`src/rtl/rv_pkg.sv`:
```
// Shared RV32I definitions for the writeback stage: load funct3 encodings
// and the writeback sequencing states.
package rv_pkg;

  localparam logic [2:0] F3_LB  = 3'b000;
  localparam logic [2:0] F3_LH  = 3'b001;
  localparam logic [2:0] F3_LW  = 3'b010;
  localparam logic [2:0] F3_LBU = 3'b100;
  localparam logic [2:0] F3_LHU = 3'b101;

  typedef enum logic [1:0] {
    RUN        = 2'd0,
    ECALL_WAIT = 2'd1,
    HALTED     = 2'd2
  } wb_state_t;

endpackage

```
`src/rtl/load_align.sv`:
```
// Combinational load alignment: selects the byte/half lane of a raw data word,
// sign- or zero-extends it, and flags misaligned halfword/word accesses.
module load_align
  import rv_pkg::*;
(
  input  logic [31:0] word_i,
  input  logic [1:0]  offset_i,
  input  logic [2:0]  funct3_i,
  output logic [31:0] data_o,
  output logic        misalign_o
);

  logic [7:0]  byte_v;
  logic [15:0] half_v;

  // NOTE: every output is given a default first so no path leaves it unassigned (no latch).
  always_comb begin
    byte_v     = word_i[7:0];
    half_v     = offset_i[1] ? word_i[31:16] : word_i[15:0];
    data_o     = word_i;
    misalign_o = 1'b0;

    case (offset_i)
      2'd1:    byte_v = word_i[15:8];
      2'd2:    byte_v = word_i[23:16];
      2'd3:    byte_v = word_i[31:24];
      default: byte_v = word_i[7:0];
    endcase

    case (funct3_i)
      F3_LB:  data_o = {{24{byte_v[7]}}, byte_v};
      F3_LBU: data_o = {24'h0, byte_v};
      F3_LH: begin
        data_o     = {{16{half_v[15]}}, half_v};
        misalign_o = offset_i[0];
      end
      F3_LHU: begin
        data_o     = {16'h0, half_v};
        misalign_o = offset_i[0];
      end
      // LW and the undefined encodings all behave as a full-word load.
      default: begin
        data_o     = word_i;
        misalign_o = (offset_i != 2'b00);
      end
    endcase

    if (misalign_o) data_o = 32'h0;
  end

endmodule

```
`src/rtl/wb_stage.sv`:
```
// MEM/WB pipeline register and writeback stage: drives the register-file write
// port, sequences ecall retirement against halt_in and counts retirements.
module wb_stage
  import rv_pkg::*;
#(
  parameter int          CNT_W    = 64,
  parameter logic [31:0] RESET_PC = 32'h0
) (
  input  logic             clk,
  input  logic             rst,
  input  logic             mem_valid,
  output logic             mem_ready,
  input  logic             flush,
  input  logic             mem_reg_write,
  input  logic             mem_mem_to_reg,
  input  logic [4:0]       mem_rd,
  input  logic [2:0]       mem_funct3,
  input  logic [31:0]      mem_alu_result,
  input  logic [31:0]      mem_load_word,
  input  logic             mem_ecall,
  input  logic [31:0]      mem_pc,
  input  logic             halt_in,
  output logic             wb_en,
  output logic [4:0]       wb_rd_index,
  output logic [31:0]      wb_data,
  output logic             wb_ecall_sig,
  output logic [31:0]      wb_pc,
  output logic             load_misalign,
  output logic [CNT_W-1:0] retired_cnt,
  output logic             halted
);

  wb_state_t        state_q, state_d;
  logic             wb_en_q, wb_en_d;
  logic [4:0]       rd_q, rd_d;
  logic [31:0]      data_q, data_d;
  logic             ecall_q, ecall_d;
  logic [31:0]      pc_q, pc_d;
  logic             misalign_q, misalign_d;
  logic [CNT_W-1:0] cnt_q, cnt_d;

  logic [31:0] load_data;
  logic        load_mis;
  logic        capture;

  load_align u_load_align (
    .word_i     (mem_load_word),
    .offset_i   (mem_alu_result[1:0]),
    .funct3_i   (mem_funct3),
    .data_o     (load_data),
    .misalign_o (load_mis)
  );

  // Only RUN accepts, so flush is naturally ignored while stalled.
  assign mem_ready = (state_q == RUN);
  assign capture   = mem_valid & mem_ready & ~flush;

  always_comb begin
    state_d    = state_q;
    wb_en_d    = 1'b0;
    ecall_d    = 1'b0;
    misalign_d = 1'b0;
    rd_d       = rd_q;
    data_d     = data_q;
    pc_d       = pc_q;
    cnt_d      = cnt_q;

    case (state_q)
      RUN: begin
        if (capture) begin
          rd_d       = mem_rd;
          pc_d       = mem_pc;
          data_d     = mem_mem_to_reg ? load_data : mem_alu_result;
          misalign_d = mem_mem_to_reg & load_mis;
          wb_en_d    = mem_reg_write & (mem_rd != 5'd0) & ~mem_ecall
                       & ~(mem_mem_to_reg & load_mis);
          ecall_d    = mem_ecall;
          cnt_d      = cnt_q + CNT_W'(1);
          if (mem_ecall) state_d = ECALL_WAIT;
        end
      end
      ECALL_WAIT: state_d = halt_in ? HALTED : RUN;
      HALTED:     state_d = HALTED;
      default:    state_d = RUN;
    endcase
  end

  // NOTE: sequential state uses non-blocking assignments so all registers update together.
  always_ff @(posedge clk) begin
    if (rst) begin
      state_q    <= RUN;
      wb_en_q    <= 1'b0;
      rd_q       <= 5'd0;
      data_q     <= 32'h0;
      ecall_q    <= 1'b0;
      pc_q       <= RESET_PC;
      misalign_q <= 1'b0;
      cnt_q      <= '0;
    end else begin
      state_q    <= state_d;
      wb_en_q    <= wb_en_d;
      rd_q       <= rd_d;
      data_q     <= data_d;
      ecall_q    <= ecall_d;
      pc_q       <= pc_d;
      misalign_q <= misalign_d;
      cnt_q      <= cnt_d;
    end
  end

  assign wb_en         = wb_en_q;
  assign wb_rd_index   = rd_q;
  assign wb_data       = data_q;
  assign wb_ecall_sig  = ecall_q;
  assign wb_pc         = pc_q;
  assign load_misalign = misalign_q;
  assign retired_cnt   = cnt_q;
  assign halted        = (state_q == HALTED);

endmodule

```
`config.mk`:
```
export PLATFORM = sky130hd
export DESIGN_NAME = wb_stage
export DESIGN_NICKNAME = d
export VERILOG_FILES = /design/src/rtl/rv_pkg.sv /design/src/rtl/load_align.sv /design/src/rtl/wb_stage.sv
export SDC_FILE = /design/constraint.sdc
export NUM_CORES = 1
export LEC_CHECK = 0
export CAP_MARGIN = 10
export CORE_ASPECT_RATIO = 0.6
export CORE_MARGIN = 5
export CORE_UTILIZATION = 30
export DETAILED_ROUTE_END_ITERATION = 12
export DONT_BUFFER_PORTS = 1
export GPL_ROUTABILITY_DRIVEN = 0
export PLACE_DENSITY = 0.52
export SLEW_MARGIN = 5
export SYNTH_ARGS = -nofsm -noshare
export SYNTH_HDL_FRONTEND = slang
export SYNTH_SLANG_ARGS = --single-unit
export TNS_END_PERCENT = 10
```
`constraint.sdc`:
```
create_clock -name clk -period 3.6 [get_ports clk]
set_clock_uncertainty 0.2 [all_clocks]
set_input_delay 0.18 -clock clk [delete_from_list [all_inputs] [get_ports clk]]
set_output_delay 0.18 -clock clk [all_outputs]
set_load 0.01 [all_outputs]
```
==> results.json <==
{
  "max_clock_freq_ghz": 0.294,
  "p_comb_frac": 0.085,
  "path_cells": "or4b_4, buf_4, nor2_1, o2111ai_1, dlygate4sd3_1, o21ai_0, dlygate4sd3_1",
  "worst_slew_pin_slew_ps": 1260,
  "route.vias.total": 6430,
  "cts_tree": "built",
  "slowest_delay_ps": 630,
  "synth_enable_flop_cells": 0,
  "asyncSetResetFlopFracSynth": 0,
  "layout.cells.non_filler": 1167,
  "detail_route.iter0.violations": 496,
  "critical-path-slowest-cell": "dlygate4sd3_1",
  "max-slew-margin-rel": 0.154,
  "path_max_fanout": 75,
  "synth.ff_latch_count": 138,
  "setup_viol_count_final": 0,
  "crit_buf_inv": 3,
  "synth_ff_type": "dfxtp_1",
  "globalRoute.totalOverflow": 0,
  "critical_path_arrival_ps": 3560,
  "total_power_uw": 3830,
  "number_of_global_route_vias_before_repair": 6047,
  "die_w_um": 199,
  "detail_route.first_pass.iterations": 5,
  "vdd_ir_drop_max_v": 0.000397,
  "timing.hold.worst.class": "in -> reg",
  "cell_count_after_placement": 1028,
  "ios": 250,
  "syn-instance-count": 795,
  "avgSynthCellArea_um2": 8.07,
  "postPlaceCellArea_um2": 6620,
  "postRouteWirelength_mm": 23.9,
  "finalNetCount": 987,
  "starting_utilization_of_the_core_area": 0.305,
  "synthesis.yosys.warnings": 0,
  "max-clock-path-buffers": 2,
  "clk_latency_ps": 420,
  "post_route_clock_period_utilization": 0.944,
  "p_sw_frac": 0.257,
  "timing.hold.ws_ps": -27.5,
  "design_area_um2": 8320,
  "grt_setup_unrepaired": "no",
  "violated_checks": "negative hold slack",
  "grt.total_usage": 0.193,
  "power.density_cell_area_nw_per_um2": 460,
  "port-buffer-count": 0,
  "cts_inserted_buffers": 17,
  "routed_via_density": 5.51,
  "power_frac_seq": 0.427,
  "maximum_number_of_pins_on_one_net_before_global_route_repair": 138,
  "run_status": "finished, violations left",
  "final_hold_viol_count": 2,
  "core_area_um2": 21000,
  "cp-end-kind": "flip-flop",
  "num-fill-cells": 2117,
  "critical_path_class": "reg -> reg",
  "cts_post_setup_buffers_inserted": 0,
  "clock-root-buffer": "clkbuf_16",
  "placement_rows": 41,
  "path_delay_family": "buffers and inverters",
  "cp_data_required_time_ps": 3760,
  "final-max-slew-violation-count": 0,
  "static-leakage-power_uw": 0.00282,
  "worstSetupStartpointType": "flip-flop",
  "power.share.clock": 0.487,
  "synth.yosys.seq_area_share": 0.431,
  "crit_path_frequent_cell": "dlygate4sd3_1",
  "detailed_placement_hpwl_mm": 16.1,
  "post-route-min-period_ps": 3400,
  "clk_pin_slew_worst_paths_ps": 60,
  "wire_length_per_cell_um": 20.4,
  "total_switching_power_uw": 984,
  "die_area_um2": 24500,
  "cts.sink_count": 138,
  "antenna_violation_net_count_after_detailed_routing": 0,
  "antenna_found_initial": 3,
  "final_layout_size_suffix_gt1_frac": 0.0710,
  "synth.cell_area_um2": 6420,
  "synth_fp_nets": 908,
  "grt_pass1_wl_mm": 36.6,
  "max-cap-violations": 0,
  "clock_tree.htree_level_count": 4,
  "post_synth_num_cell_types": 46,
  "layout-area-overhead-vs-synth_pct": 29.7,
  "fp.dieH_um": 123,
  "detail_route.drc_violations": 0,
  "cts.repair.resized": 0,
  "tns_ps": 0,
  "power_report.internal_total_uw": 2840
}
[cell usage in the layout (no fill, tap or decap), drive strengths merged, types with 26 or more instances in the layout]
master / n
o21ai: 40
nor3: 31
nor2: 73
or3: 28
dlygate4sd3: 105
a21oi: 87
nand4: 27
a221oi: 26
nand3: 31
dfxtp: 138
nand2: 108
[what timing repair did]
item                       in CTS  in global routing
hold endpoints to repair      138                  0
hold buffers                  106                  0
setup endpoints to repair       0                  0
[Yosys cell counts (6+ instances only)]
| cell type | n | area share |
|---|---|---|
| nand4_1 | 27 | 0.026 |
| nor3_1 | 31 | 0.024 |
| xor2_1 | 13 | 0.018 |
| mux2_2 | 8 | 0.014 |
| a21o_1 | 16 | 0.019 |
| inv_1 | 10 | 0.0059 |
| o21bai_1 | 7 | 0.0082 |
| nand3_1 | 31 | 0.024 |
| nor4_2 | 6 | 0.012 |
| and3_1 | 6 | 0.0059 |
| a21oi_1 | 87 | 0.068 |
| clkbuf_1 | 49 | 0.029 |
| dfxtp_1 | 138 | 0.43 |
| xnor2_1 | 19 | 0.026 |
| a221oi_1 | 26 | 0.035 |
| or3_1 | 28 | 0.027 |
| nor2_1 | 73 | 0.043 |
| nor2b_1 | 10 | 0.0098 |
| o21ai_0 | 40 | 0.031 |
| nand2_1 | 108 | 0.063 |
| nor4_1 | 9 | 0.0088 |
[flip-flops by register name (all words and copies together) (netlist names)]
name and flops:
load_misalign 1, retired_cnt 64, wb_en 1, wb_ecall_sig 1, wb_data 32, state_q 2
wb_rd_index 5, wb_pc 32
[stage by stage]
stage                util  worst slack (ps)
floorplan               -              1180
global placement    0.315               693
detailed placement  0.315               576
CTS                 0.395               233
global route        0.396              82.0
finish              0.396               202
[final timing paths]
path                            from                     endpoint  slack (ps)  cells past startpoint
max reg2reg  state_q[1]$_SDFFE_PP0P_     wb_data[15]$_SDFFE_PP0P_         200                      7
min reg2reg   wb_pc[27]$_SDFFE_PP0P_       wb_pc[27]$_SDFFE_PP0P_         300                      2
min                              rst  wb_rd_index[0]$_SDFFE_PP0P_         -30                      2
max          state_q[1]$_SDFFE_PP0P_     wb_data[15]$_SDFFE_PP0P_         200                      7
[power by group through the flow]
stage / clock (uW) / combinational, uW / sequential, uW
after floorplan: 0 / 181 / 1650
after global placement: 0 / 190 / 1670
after detailed placement: 0 / 194 / 1670
after CTS: 1920 / 321 / 1630
after global routing: 1990 / 360 / 1640
final: 1860 / 327 / 1640
[routing by layer]
layer	track usage	wire length [um]	vias up
met5	0	21	-
met4	0.0529	379	4
met3	0.0912	2980	45
met2	0.263	9360	310
met1	0.270	11100	3054
li1	-	-	3017
[layout make-up]
cell class | count | area [um^2] | share of cell area
multi-input cells | 593 | 3420 | 0.411
flip-flops and latches | 138 | 2760 | 0.332
repair buffers | 113 | 1130 | 0.136
clock buffers | 17 | 425 | 0.0511
well taps | 279 | 349 | 0.0420
clock inverters | 15 | 189 | 0.0227
inverters | 11 | 41.3 | 0.00496
diodes | 1 | 2.50 | 0.000301
[logic make-up (layout without fill, tap and decap cells)]
group,after synthesis,after routing,synth area share
buffers and inverters,64,156,0.0392
adder cells (fa/ha/maj),1,1,0.00195
multiplexers,12,12,0.0261
flip-flops,138,138,0.431
other,0,1,0
AO/OA/AOI/OAI,198,198,0.189
AND/OR/NAND/NOR,350,350,0.270
XOR/XNOR,32,32,0.0437
Note: power is estimated with default switching activity, not from simulation.
